[src/rtl/pixel_sink_if.sv]
// Pixel-plot bus from the main datapath plus the stallable framebuffer write port.
// pixel_sink uses the slave view; whatever drives plots and accepts writes uses master.
interface pixel_sink_if;
  logic [7:0]  vga_x;
  logic [6:0]  vga_y;
  logic [2:0]  vga_colour;
  logic        vga_write;
  logic [14:0] fb_addr;
  logic [2:0]  fb_data;
  logic        fb_write;
  logic        fb_ready;

  modport master (
    output vga_x, vga_y, vga_colour, vga_write, fb_ready,
    input  fb_addr, fb_data, fb_write
  );

  modport slave (
    input  vga_x, vga_y, vga_colour, vga_write, fb_ready,
    output fb_addr, fb_data, fb_write
  );
endinterface

[src/rtl/pixel_sink.sv]
// Clips pixel plots, queues them in a small FIFO and writes them to a stallable
// framebuffer port; also sweeps a full-screen clear on a start/done pulse handshake.
module pixel_sink #(
  parameter int         WIDTH        = 160,
  parameter int         HEIGHT       = 120,
  parameter int         FIFO_DEPTH   = 8,
  parameter logic [2:0] CLEAR_COLOUR = 3'b000
) (
  input  logic         clock,
  input  logic         reset,
  pixel_sink_if.slave  bus,
  input  logic         clear_start,
  output logic         clear_done,
  output logic         fifo_full,
  output logic         overflow,
  output logic [15:0]  pixel_count
);

  typedef enum logic [1:0] {IDLE, DRAIN, CLEAR, DONE} state_t;

  typedef struct packed {
    logic [14:0] addr;
    logic [2:0]  colour;
  } pixel_t;

  localparam int              PTR_W      = $clog2(FIFO_DEPTH);
  localparam logic [PTR_W:0]  FULL_COUNT = (PTR_W + 1)'(FIFO_DEPTH);
  localparam logic [14:0]     LAST_ADDR  = 15'(WIDTH * HEIGHT - 1);

  pixel_t           mem [FIFO_DEPTH];
  logic [PTR_W-1:0] wr_ptr, rd_ptr;
  logic [PTR_W:0]   count;
  pixel_t           out_reg;
  logic             out_valid;
  logic [14:0]      clear_addr;
  state_t           state, state_next;

  logic        in_range, push, pop, accept;
  logic [14:0] plot_addr;

  assign in_range  = (int'(bus.vga_x) < WIDTH) && (int'(bus.vga_y) < HEIGHT);
  assign fifo_full = (count == FULL_COUNT);
  assign push      = bus.vga_write && in_range && !fifo_full;
  assign accept    = bus.fb_write && bus.fb_ready;
  // A push into an empty FIFO is only visible through count on the next edge.
  assign pop       = (state == IDLE) && (count != '0) && (!out_valid || accept);
  assign plot_addr = 15'(bus.vga_y) * 15'(WIDTH) + 15'(bus.vga_x);

  // The sweep owns the write port for the whole of CLEAR; the plot register is empty then.
  assign bus.fb_write = (state == CLEAR) || out_valid;
  assign bus.fb_addr  = (state == CLEAR) ? clear_addr   : out_reg.addr;
  assign bus.fb_data  = (state == CLEAR) ? CLEAR_COLOUR : out_reg.colour;

  // NOTE: FIFO storage has no reset; the pointers and count alone define what is valid,
  // which keeps the array a plain RAM without a reset fan-out to every entry.
  always_ff @(posedge clock) begin
    if (push) mem[wr_ptr] <= '{addr: plot_addr, colour: bus.vga_colour};
  end

  // NOTE: state registers use non-blocking assignments only, so every flop samples
  // the pre-edge values regardless of statement order inside the block.
  always_ff @(posedge clock or posedge reset) begin
    if (reset) begin
      wr_ptr      <= '0;
      rd_ptr      <= '0;
      count       <= '0;
      out_reg     <= '0;
      out_valid   <= 1'b0;
      overflow    <= 1'b0;
      pixel_count <= '0;
      clear_addr  <= '0;
      state       <= IDLE;
    end else begin
      state <= state_next;
      if (push) wr_ptr <= wr_ptr + 1'b1;
      if (pop)  rd_ptr <= rd_ptr + 1'b1;
      case ({push, pop})
        2'b10:   count <= count + 1'b1;
        2'b01:   count <= count - 1'b1;
        default: count <= count;
      endcase

      if (pop) begin
        out_reg   <= mem[rd_ptr];
        out_valid <= 1'b1;
      end else if (accept && state != CLEAR) begin
        out_valid <= 1'b0;
      end

      if (bus.vga_write && in_range && fifo_full) overflow <= 1'b1;
      if (accept && state != CLEAR) pixel_count <= pixel_count + 16'd1;

      if (state == CLEAR && accept)
        clear_addr <= (clear_addr == LAST_ADDR) ? 15'd0 : clear_addr + 15'd1;
    end
  end

  // NOTE: every signal written here gets a default first, so no path can infer a latch.
  always_comb begin
    state_next = state;
    clear_done = 1'b0;
    case (state)
      IDLE:  if (clear_start) state_next = DRAIN;
      // Popping is paused; leave once the last in-flight plot has been accepted.
      DRAIN: if (!out_valid || accept) state_next = CLEAR;
      CLEAR: if (accept && clear_addr == LAST_ADDR) state_next = DONE;
      DONE: begin
        clear_done = 1'b1;
        state_next = IDLE;
      end
      default: state_next = IDLE;
    endcase
  end

endmodule

[src/flat_wrapper.sv]
// flat-port wrapper written by rule: the top's interface ports become plain ports
module pixel_sink_flat 
#(
  parameter int         WIDTH        = 160,
  parameter int         HEIGHT       = 120,
  parameter int         FIFO_DEPTH   = 8,
  parameter logic [2:0] CLEAR_COLOUR = 3'b000
)
  (clock, reset, clear_start, clear_done, fifo_full, overflow, pixel_count, bus_vga_x, bus_vga_y, bus_vga_colour, bus_vga_write, bus_fb_ready, bus_fb_addr, bus_fb_data, bus_fb_write);
  pixel_sink_if bus_i ();
  input  logic clock;
  input  logic reset;
  input  logic clear_start;
  output logic clear_done;
  output logic fifo_full;
  output logic overflow;
  output logic [15:0] pixel_count;
  input wire logic [$bits(bus_i.vga_x)-1:0] bus_vga_x;
  input wire logic [$bits(bus_i.vga_y)-1:0] bus_vga_y;
  input wire logic [$bits(bus_i.vga_colour)-1:0] bus_vga_colour;
  input wire logic [$bits(bus_i.vga_write)-1:0] bus_vga_write;
  input wire logic [$bits(bus_i.fb_ready)-1:0] bus_fb_ready;
  output wire logic [$bits(bus_i.fb_addr)-1:0] bus_fb_addr;
  output wire logic [$bits(bus_i.fb_data)-1:0] bus_fb_data;
  output wire logic [$bits(bus_i.fb_write)-1:0] bus_fb_write;
  assign bus_i.vga_x = bus_vga_x;
  assign bus_i.vga_y = bus_vga_y;
  assign bus_i.vga_colour = bus_vga_colour;
  assign bus_i.vga_write = bus_vga_write;
  assign bus_i.fb_ready = bus_fb_ready;
  assign bus_fb_addr = bus_i.fb_addr;
  assign bus_fb_data = bus_i.fb_data;
  assign bus_fb_write = bus_i.fb_write;
  pixel_sink #(.WIDTH(WIDTH), .HEIGHT(HEIGHT), .FIFO_DEPTH(FIFO_DEPTH), .CLEAR_COLOUR(CLEAR_COLOUR)) u_core (.clock(clock), .reset(reset), .bus(bus_i), .clear_start(clear_start), .clear_done(clear_done), .fifo_full(fifo_full), .overflow(overflow), .pixel_count(pixel_count));
endmodule
[config.mk]
export PLATFORM = sky130hd
export DESIGN_NAME = pixel_sink_flat
export DESIGN_NICKNAME = d
export VERILOG_FILES = /design/src/rtl/pixel_sink_if.sv /design/src/rtl/pixel_sink.sv /design/src/flat_wrapper.sv
export SDC_FILE = /design/constraint.sdc
export NUM_CORES = 1
export LEC_CHECK = 0
export CAP_MARGIN = 5
export CORE_AREA = 2 2 127 129
export CTS_BUF_LIST = sky130_fd_sc_hd__clkbuf_4 sky130_fd_sc_hd__clkbuf_8 sky130_fd_sc_hd__clkbuf_16
export DETAILED_ROUTE_END_ITERATION = 8
export DIE_AREA = 0 0 129 131
export HOLD_SLACK_MARGIN = 0.15
export PLACE_DENSITY = 0.9
export SLEW_MARGIN = 20
export SYNTH_ARGS = -nofsm -noshare
export SYNTH_HDL_FRONTEND = slang
export SYNTH_SLANG_ARGS = --single-unit
[constraint.sdc]
create_clock -name clock -period 3.1 [get_ports clock]
set_input_delay 0.62 -clock clock [delete_from_list [all_inputs] [get_ports clock]]
set_output_delay 0.62 -clock clock [all_outputs]
set_load 0.005 [all_outputs]
==> impl_metrics.ini, run 1 <==
[timing]
period_share = 0.967
tightestPinTransition_ns = 0.886
hold_violations = 0
clock_skew_ns = 0.00941
setup_ws_ns = 0.103
layout_min_cycle_time_ns = 3.00
slew_headroom = 0.410
final_max_slew_viol_count = 0
rsz0062_at_grt = true
setup_tns_ns = 0
finalSetupViolations = 0
fmax_mhz = 334
fin_hold_ws_ns = 0.471

[synthesis]
netlist_top_cells_area = edfxtp_1 (48%), dfrtp_1 (18%), mux4_2 (9.0%)
synth_seq_cells = 207
synth_seq_area_share = 0.655
yosysMostFrequentCell = edfxtp_1
synth.yosys.warnings = 0
synth-edff-count = 144
async_flop_share = 0.304
yosys.area.top_type = edfxtp_1
synth_common_cells = edfxtp_1 (144), dfrtp_1 (63), mux4_2 (36), nand2_1 (35), nor2_1 (34)
syn_inst = 571
synthDistinctLibCells = 52
syn_area_mm2 = 0.00901
synth-main-ff-cell = edfxtp_1
yosysTopAreaCellShare = 0.480
synth_nets = 622
avgSynthCellArea_um2 = 15.8

[die]
rows = 46
die_h_um = 131
core-area_mm2 = 0.0156
die_x_um = 129
dieArea_mm2 = 0.0169
initial_core_util = 0.577
ios = 61

[placement]
pre_cts_ws_ns = -0.494
hpwl_um = 11900
io_buffers = 60
place_congestion = 0.848

[clock_tree]
cts.sinks = 207
post-cts-setup-buffer-count = 0
clk_pin_slew_worst_paths_ns = 0.06
cts.path.max_buffers = 3
cts-root-buf = clkbuf_16
cts_tree = done
numCtsBuffers = 21
cts_max_level = 1
clk-insertion-delay-late_ns = 0.49

[grt]
grt.total_usage = 0.227
grt_first_pass_wirelength_um = 29100
grt_antenna_before_repair = 0
grt_start_max_net_pins = 39
gr-total-overflow = 0
grt_pass1_vias = 5494

[detailed_routing]
drc = 0
wire_per_inst_um = 20.5
wl_um = 18600
drt_iter0_markers = 311
dr.pass1.iters = 5
vias_per_cell = 5.80
num_vias = 5270
antenna_left = 0

[cells_and_area]
drive_gt1_frac = 0.218
area_delta_synth_final_pct = 21.1
diodes = 0
largest_reg_flops = 144
final_core_util = 0.699
nNetsFinal = 728

[power]
ir_drop_uv = 361
p_per_area_mw_per_mm2 = 624
power_leakage_nw = 4.06
p_total_mw = 6.80

[outcome]
status = finished clean

[setup_path]
end_kind = flip-flop
cpPeakStageDelay_ns = 0.44
crit_type = in -> reg
required_ns = 3.30
critPathSlowestCell = fa_1
cp.arrival_ns = 3.19
path_cells = clkdlybuf4s50_1 > ha_1 > ha_1 > fa_1 > a211oi_1 > o22ai_1 > nor4_1 > xnor3_1
timing.critical_path.mode_cell = ha_1
start_kind = primary input
crit_path_max_fanout = 8

[run]
maxCapViolations = 0

[min_path]
hp-class = reg -> reg
[power breakdown]
part           switching [mW]  internal, mW  total, mW  leakage [nW]
Combinational           0.475         0.427      0.902          1.58
Sequential              0.150          3.28       3.43          2.14
Clock                    1.00          1.47       2.47         0.339
Total                    1.63          5.18       6.80          4.06
[logic make-up (layout without fill, tap and decap cells)]
kind of cell | Yosys count | count (layout) | synth area share
flops | 207 | 207 | 0.655
simple gates | 131 | 131 | 0.0718
mux | 75 | 75 | 0.136
compound gates | 50 | 50 | 0.0358
xor+xnor | 41 | 41 | 0.0414
buf+inv | 39 | 160 | 0.0183
fa+ha+maj | 28 | 28 | 0.0414
[path summary, 6_finish.rpt]
| path | from | endpoint | slack [ns] | cells past startpoint |
|---|---|---|---|---|
| min in group asynchronous | reset | u_core.pixel_count[6]$_DFFE_PP0P_ | 0.51 | 2 |
| max in group asynchronous | reset | u_core.rd_ptr[0]$_DFFE_PP0P_ | 1.97 | 3 |
| worst min register to register | u_core.overflow$_DFFE_PP0P_ | u_core.overflow$_DFFE_PP0P_ | 0.47 | 1 |
| worst max-delay path | bus_vga_y[1] | u_core.mem[1][16]$_DFFE_PP_ | 0.10 | 8 |
| worst min-delay path | u_core.overflow$_DFFE_PP0P_ | u_core.overflow$_DFFE_PP0P_ | 0.47 | 1 |
| worst max register to register | u_core.count[0]$_DFFE_PP0P_ | u_core.count[3]$_DFFE_PP0P_ | 0.55 | 8 |
[per-stage QoR]
| stage | cells | instance area, µm² |
|---|---|---|
| finish | 908 | 10900 |
| global route | 908 | 10900 |
| detailed placement | 870 | 10200 |
| floorplan | 571 | 9010 |
| CTS | 908 | 10900 |
| global placement | 870 | 10200 |
[per-layer routing]
metal,vias to the layer above,global-route usage,wire [µm]
met3,49,0.0423,1270
met1,2640,0.282,7300
met4,0,0.0831,543
met2,217,0.403,9470
met5,-,0,0
li1,2364,-,-
[placed cells by master (no fill, tap or decap), types with 21 or more instances in the layout]
| cell | count |
|---|---|
| nand2_1 | 35 |
| dfrtp_1 | 62 |
| buf_4 | 36 |
| clkdlybuf4s50_1 | 60 |
| clkbuf_16 | 21 |
| edfxtp_1 | 144 |
| xnor2_1 | 26 |
| ha_1 | 24 |
| o21ai_0 | 26 |
| nor2_1 | 34 |
| mux4_2 | 36 |
[cell type report]
type / instances / area, µm²
Timing Repair Buffer: 103 / 1010
Clock buffer: 25 / 562
Clock inverter: 13 / 121
Sequential cell: 207 / 5900
Inverter: 19 / 71.3
Tap cell: 216 / 270
Fill cell: 948 / 4690
Multi-Input combinational cell: 325 / 2970
[critical path: cells and delay by family]
kind,cells,cell delay (ns)
compound gates,2,0.54
simple gates,1,0.26
buf+inv,1,0.42
fa+ha+maj,3,0.97
xor+xnor,1,0.38
[timing repair]
| action | in CTS | in global routing |
|---|---|---|
| setup endpoints to repair | 17 | 38 |
| gates resized for setup | 1 | 2 |
| hold buffers | 0 | 0 |
| hold endpoints to repair | 0 | 0 |
| pin swaps | 0 | 0 |
(Power assumes the default switching activity.)
==> run 2: changes to the inputs <==
Settings changed: GPL_ROUTABILITY_DRIVEN set to 0, SKIP_CTS_REPAIR_TIMING set to 1.
==> run 2 against run 1 <==
Final cell count is the same. Design area did not move. Sequential power about the same. Critical path depth unchanged. Total power about the same. Combinational power is essentially flat. Routed wire length grew 0.21%. First-iteration DRC count increased by 3.5%. Sequential cell count did not move. Utilization unchanged.
==> impl_metrics.ini, run 2 (synthesis results as in run 1) <==
[clock_tree]
cts.sinks = 207
cts_max_level = 1
cts-root-buf = clkbuf_16
clk_pin_slew_worst_paths_ns = 0.06
clk-insertion-delay-late_ns = 0.49
numCtsBuffers = 21
cts.path.max_buffers = 3
cts_tree = done

[timing]
fmax_mhz = 333
period_share = 0.968
layout_min_cycle_time_ns = 3.00
slew_headroom = 0.394
final_max_slew_viol_count = 0
rsz0062_at_grt = true
hold_violations = 0
setup_tns_ns = 0
clock_skew_ns = 0.00959
tightestPinTransition_ns = 0.910
finalSetupViolations = 0

[cells_and_area]
largest_reg_flops = 144
diodes = 0
area_delta_synth_final_pct = 21.1
drive_gt1_frac = 0.218
final_common_cell = edfxtp_1
nNetsFinal = 728
layout_common_cells = edfxtp_1 (144), dfrtp_1 (62), clkdlybuf4s50_1 (60)

[detailed_routing]
dr.pass1.iters = 4
antenna_left = 0
wire_per_inst_um = 20.5
vias_per_cell = 5.80
drt_iter0_markers = 322
drc = 0
wl_um = 18600
num_vias = 5262

[placement]
io_buffers = 60
hpwl_um = 11900

[setup_path]
start_kind = primary input
path_cells = clkdlybuf4s50_1 > ha_1 > ha_1 > fa_1 > a211oi_1 > o22ai_1 > nor4_1 > xnor3_1
required_ns = 3.29
critPathBufInv = 1
critPathSlowestCell = fa_1
cp.arrival_ns = 3.19
cpPeakStageDelay_ns = 0.44
crit_path_max_fanout = 8
timing.critical_path.mode_cell = ha_1
crit_family = adder cells
crit_type = in -> reg
end_kind = flip-flop

[power]
power_frac_comb = 0.133
switching_share = 0.239
clock_power_share = 0.362
intPower_mw = 5.18
p_per_area_mw_per_mm2 = 623
ir_drop_uv = 363
p_total_mw = 6.80
p_seq_frac = 0.505
p_sw_mw = 1.62
power_leakage_nw = 4.06

[grt]
grt_pass1_vias = 5485
grt_start_max_net_pins = 39
grtUsageMet1 = 0.283
grt.total_usage = 0.227
gr-total-overflow = 0
gr-usage-met3 = 0.0419
grt_first_pass_wirelength_um = 29200
grt-busiest-layer = met2
met2_usage = 0.401
grt_antenna_before_repair = 0

[die]
dieArea_mm2 = 0.0169
rows = 46
ios = 61
core-area_mm2 = 0.0156
die_x_um = 129
die_h_um = 131
initial_core_util = 0.577

[min_path]
hp-class = reg -> reg

[outcome]
status = finished clean

[run]
maxCapViolations = 0
[run 2: cell counts in the layout (fill, tap and decap cells not counted)]
Identical to the previous run, type by type.
[run 2: final cells by class]
cell class | instances | area (µm²)
inverters | 19 | 71.3
clock inverters | 13 | 121
well taps | 216 | 270
multi-input cells | 325 | 2970
flip-flops and latches | 207 | 5900
repair buffers | 103 | 1010
fillers | 950 | 4690
clock buffers | 25 | 562
[run 2: per-layer routing]
layer  routed length, µm  vias up
li1                    -     2369
met1                7270     2640
met2                9620      209
met3                1250       44
met4                 486        0
met5                   0        -
[run 2: path summary, 6_finish.rpt]
check                      cells past startpoint                                 to                   startpoint  slack, ns
setup / recovery                               8        u_core.mem[1][16]$_DFFE_PP_                 bus_vga_y[1]        0.1
hold / removal                                 1        u_core.overflow$_DFFE_PP0P_  u_core.overflow$_DFFE_PP0P_       0.47
setup reg to reg                               8        u_core.count[3]$_DFFE_PP0P_  u_core.count[0]$_DFFE_PP0P_       0.54
hold reg to reg                                1        u_core.overflow$_DFFE_PP0P_  u_core.overflow$_DFFE_PP0P_       0.47
max in group asynchronous                      3       u_core.rd_ptr[0]$_DFFE_PP0P_                        reset       1.97
min in group asynchronous                      2  u_core.pixel_count[4]$_DFFE_PP0P_                        reset       0.51
[run 2: per-stage QoR]
| step | instances | hold slack, ns | area (µm²) | setup slack (ns) | util |
|---|---|---|---|---|---|
| after CTS | 908 | 0.475 | 10900 | -0.255 | 0.698 |
| after detailed placement | 870 | 0.464 | 10200 | -0.494 | 0.654 |
| after global routing | 908 | 0.497 | 10900 | -0.0531 | 0.699 |
| after global placement | 870 | 0.456 | 10200 | -0.329 | 0.654 |
| after floorplan | 571 | 0.442 | 9010 | 0.0284 | - |
| final | 908 | 0.471 | 10900 | 0.0997 | 0.699 |
[run 2: power by group through the flow]
stage          combinational, mW  clock [mW]  sequential (mW)
6_report                   0.902        2.46             3.43
5_1_grt                    0.983        2.62             3.45
4_1_cts                    0.905        2.51             3.43
3_5_place_dp               0.892           0             3.48
3_3_place_gp               0.832           0             3.45
2_1_floorplan              0.495           0             3.44
